`src/rtl/seg7_scan_ctrl.sv`:
```
// seg7_scan_ctrl: frame-synchronous 8-digit hex scan controller with dead time and leading-zero blanking
module seg7_scan_ctrl #(
    parameter int PRESCALE    = 100000,
    parameter int DEAD_CYCLES = 1000,
    parameter bit LZ_BLANK    = 1'b1
) (
    input  logic        clk_100,
    input  logic        reset,
    input  logic [31:0] src_a,
    input  logic [31:0] src_b,
    input  logic        display_switch,
    input  logic [7:0]  dp_mask,
    output logic        CA,
    output logic        CB,
    output logic        CC,
    output logic        CD,
    output logic        CE,
    output logic        CF,
    output logic        CG,
    output logic        DP,
    output logic [7:0]  AN,
    output logic        frame_start
);
    localparam int CW = (PRESCALE > 1) ? $clog2(PRESCALE) : 1;
    localparam logic [CW-1:0] LAST = CW'(PRESCALE - 1);
    localparam logic [CW-1:0] DEAD = CW'(DEAD_CYCLES);
    localparam logic [6:0] HEX [16] = '{
        7'b0000001, 7'b1001111, 7'b0010010, 7'b0000110,
        7'b1001100, 7'b0100100, 7'b0100000, 7'b0001111,
        7'b0000000, 7'b0000100, 7'b0001000, 7'b1100000,
        7'b0110001, 7'b1000010, 7'b0110000, 7'b0111000
    };

    if (PRESCALE < 2 || DEAD_CYCLES < 0 || DEAD_CYCLES >= PRESCALE) begin : g_bad_params
        $error("seg7_scan_ctrl: need PRESCALE >= 2 and 0 <= DEAD_CYCLES < PRESCALE");
    end

    logic [CW-1:0] cnt;
    logic [2:0]    idx;
    logic [31:0]   snap;
    logic [6:0]    seg;
    logic          boundary, wrap, blank, lit;
    logic [3:0]    nib;
    logic [7:0]    an_d;
    logic [6:0]    seg_d;
    logic          dp_d;

    // Slot decode: dead time and blanked leading zeros both leave the digit dark
    always_comb begin
        wrap     = cnt == LAST;
        boundary = cnt == '0 && idx == 3'd0;
        nib      = snap[{idx, 2'b00} +: 4];
        blank    = LZ_BLANK && idx != 3'd0 && (snap >> {idx, 2'b00}) == 32'd0;
        lit      = cnt >= DEAD && !blank;
        an_d     = lit ? ~(8'b1 << idx) : 8'hFF;
        seg_d    = lit ? HEX[nib] : 7'h7F;
        dp_d     = lit ? ~dp_mask[idx] : 1'b1;
    end

    // Counters, frame snapshot and registered pin drivers
    always_ff @(posedge clk_100) begin
        if (!reset) begin
            cnt         <= '0;
            idx         <= 3'd0;
            snap        <= 32'd0;
            AN          <= 8'hFF;
            seg         <= 7'h7F;
            DP          <= 1'b1;
            frame_start <= 1'b0;
        end else begin
            cnt         <= wrap ? '0 : cnt + 1'b1;
            idx         <= wrap ? idx + 3'd1 : idx;
            snap        <= boundary ? (display_switch ? src_b : src_a) : snap;
            AN          <= an_d;
            seg         <= seg_d;
            DP          <= dp_d;
            frame_start <= boundary;
        end
    end

    assign {CA, CB, CC, CD, CE, CF, CG} = seg;
endmodule
```
`config.mk`:
```
export PLATFORM = sky130hd
export DESIGN_NAME = seg7_scan_ctrl
export DESIGN_NICKNAME = d
export VERILOG_FILES = /design/src/rtl/seg7_scan_ctrl.sv
export SDC_FILE = /design/constraint.sdc
export NUM_CORES = 1
export LEC_CHECK = 0
export ABC_AREA = 1
export ABC_CLOCK_PERIOD_IN_PS = 3980
export BUFFER_PORTS_ARGS = -buffer_cell sky130_fd_sc_hd__buf_2
export CORE_MARGIN = 1
export CORE_UTILIZATION = 35
export CTS_BUF_LIST = sky130_fd_sc_hd__clkbuf_16
export DETAILED_ROUTE_END_ITERATION = 16
export SETUP_SLACK_MARGIN = 0.5
export SLEW_MARGIN = 20
export SYNTH_ARGS = -nofsm -noshare
export SYNTH_HDL_FRONTEND = slang
export SYNTH_SLANG_ARGS = --single-unit
export TNS_END_PERCENT = 20
```
`constraint.sdc`:
```
create_clock -name clk_100 -period 3.98 [get_ports clk_100]
set_input_delay 0.796 -clock clk_100 [delete_from_list [all_inputs] [get_ports clk_100]]
set_output_delay 0.796 -clock clk_100 [all_outputs]
set_load 0.03 [all_outputs]
```
==> reports/qor.csv <==
stage,metric,value,unit
pwr,maximum vdd drop,206.4,uV
worst_hold_path,Hold Crit Class,flop to flop,
detailed_routing,# DRC,0,
clock_network,CTS tree,built,
flow_run,Max Cap Viol,0,
timing,Max-slew headroom,34.32,%
setup_path,kind of critical path,flop to flop,
global_route,All-Layer GR Usage,17.79,%
timing,WHS,476.4,ps
floorplan,IO Pins,92,
detailed_routing,drt initial violations,162,
setup_path,CP Max Fanout,33,
pwr,P_int,1417,uW
clock_network,Max Buffers Root-to-Sink,2,
synth,sequential fraction of the synthesis area,33.67,%
clock_network,Worst-Skew Late Latency,330,ps
detailed_routing,per-cell routed wire length,12.05,um
finish,Reg area,0.001381,sq mm
pwr,Reg power frac,39.5,%
global_route,vias in the first global route,3825,
synth,number of flops mapped to enable cells by yosys,0,
timing,# setup viols final,0,
floorplan,initial core utilization,35.93,%
timing,setup_tns,0,ps
detailed_routing,First-pass DRT Iterations,4,
global_route,pin count of the biggest net entering global routing,38,
clock_network,Clock transition at path regs,60,ps
run_status,status,"complete, no violations",
pwr,Logic pwr share,17.0,%
place,Final Wtd Congestion,0.8702,
global_route,initial antenna violation count,0,
timing,skew final,7.421,ps
finish,layout cell share with drive strength beyond 1,23.64,%
setup_path,CP Data Required Time,4190,ps
detailed_routing,Routed WL,9.927,mm
pwr,sw frac,27.57,%
setup_path,Critical Path Source Type,flop,
global_route,global-route wire length before repair,17.02,mm
pwr,PD cells,398.6,mW/mm^2
place,number of port buffers,91,
timing,fmax,386.5,MHz
finish,Antenna Cells,0,
timing,unrepaired setup endpoints after global routing,no,
detailed_routing,via count,3934,
synth,Main synth FF type,dfxtp_1,
clock_network,CTS Buf Count,9,
synth,Async SR Flop Fraction,0,%
synth,"Cell Area, Synth",0.004103,sq mm
synth,Post-Synthesis Cells,603,
clock_network,CTS resizes,0,
place,placed inst area,0.004589,sq mm
floorplan,CORE AREA,0.01142,sq mm
floorplan,full die area,0.01216,sq mm
global_route,gr ovfl total,0,
clock_network,CTS root buf,clkbuf_16,
synth,Ys Warns,0,
clock_network,CTS Hold Bufs,0,
pwr,Leak,0.002243,uW
clock_network,setup bufs post-CTS,0,
detailed_routing,DR vias/cell,4.774,
floorplan,die width,110.3,um
place,DP HPWL,7.329,mm
floorplan,row count,39,
clock_network,clk sinks,69,
timing,Least-Margin Pin Slew,982.0,ps
synth,synthesized area per cell,6.804,sq um
detailed_routing,antenna-violating nets left,0,
clock_network,H-tree levels,3,
timing,Final period util,65.02,%
setup_path,"Data arrival, critical path",2800,ps
synth,syn_nets,691,
finish,area of the multi-input gates,0.002374,sq mm
finish,Fillers,1204,
timing,Final Hold Fails,0,
pwr,Psw,539.3,uW
timing,Tmin final,2588,ps
pwr,clock network fraction of design power,43.5,%
finish,Final nets,765,
floorplan,Die Ht,110.3,um
finish,design area,0.004908,sq mm
synth,#FFs+latches synth,69,
synth,Cell variety after synth,34,
timing,Slew Limit Fails,0,
finish,Layout area overhead,19.64,%
setup_path,Worst Setup End Kind,flop,
state kept, by name, indices dropped and copies added, names as in the netlist:
name,cells
DP,1
AN,8
cnt,17
idx,3
seg,7
frame_start,1
snap,32
Yosys cell counts, types with 9 or more instances:
library cell	number	area (sq um)
a21oi_1	18	90.09
buf_2	13	65.06
clkbuf_1	9	33.78
dfxtp_1	69	1381
ha_1	13	162.7
inv_1	47	176.4
mux2_2	32	360.4
nand2_1	149	559.3
nand3_1	45	225.2
nand3_2	10	100.1
nor2_1	103	386.6
nor3_1	11	55.05
o21ai_0	45	225.2
worst max-delay path, cell delays in order, from the launching register on:
cell	delay (ps)
dfxtp_1	480
inv_2	360
ha_1	250
nand2_1	110
nor3_1	300
nand3_2	510
o21ai_0	380
nor2_1	70
cells in the final DEF (no fill, tap or decap), drive strengths merged, types with 3 or more instances in the layout:
master / n
o211ai: 3
dfxtp: 69
nand4: 5
nand3: 55
nor2: 104
buf: 93
a21oi: 18
nand2: 151
mux2: 32
nor3: 12
o21ai: 50
inv: 52
ha: 13
clkbuf: 9
area by class of cell:
cell class | count | share of cell area, %
Clock inverter | 6 | 1.784
Tap cell | 143 | 3.645
Multi-Input combinational cell | 453 | 48.36
Timing Repair Buffer | 93 | 9.584
Sequential cell | 69 | 28.14
Clock buffer | 9 | 4.588
Inverter | 51 | 3.900
logic make-up after synthesis:
kind of cell             after synthesis  share of synthesized area (%)
AND/OR/NAND/NOR                      331                          34.58
buffers and inverters                 81                          8.630
AO/OA/AOI/OAI                         76                          10.16
flip-flops                            69                          33.67
multiplexers                          32                          8.783
adder cells (fa/ha/maj)               13                          3.965
XOR/XNOR                               1                         0.2135
through the flow:
step / worst slack [ps] / utilization, % / instances / power [uW]
2_1_floorplan: 1983 / - / 603 / 1025
3_3_place_gp: 1198 / 40.19 / 809 / 1115
3_5_place_dp: 1037 / 40.19 / 809 / 1120
4_1_cts: 1042 / 42.93 / 824 / 1975
5_1_grt: 1067 / 42.99 / 824 / 2063
6_report: 1392 / 42.99 / 824 / 1956
per-layer routing:
metal  GRT usage [%]  vias up  wire length [um]
li1                -     2095                 -
met1           23.10     1734              4904
met2           28.57       93              4481
met3           3.645       12               407
met4           7.425        0               133
met5               0        -                 0
path summary, 6_finish.rpt:
| check | slack [ps] | depth (start not counted) | to | startpoint |
|---|---|---|---|---|
| setup / recovery | 1390 | 7 | snap[8] | idx[1] |
| hold / removal | 480 | 1 | cnt[0] | cnt[0] |
| setup reg to reg | 1390 | 7 | snap[8] | idx[1] |
| hold reg to reg | 480 | 1 | cnt[0] | cnt[0] |
power by group through the flow:
stage	combinational (uW)	clock (uW)	sequential, uW
floorplan	248	0	777
global placement	328	0	787
detailed placement	332	0	788
CTS	335	867	773
global route	385	899	779
finish	332	850	773
No activity file was read; power rests on OpenSTA's default activity.
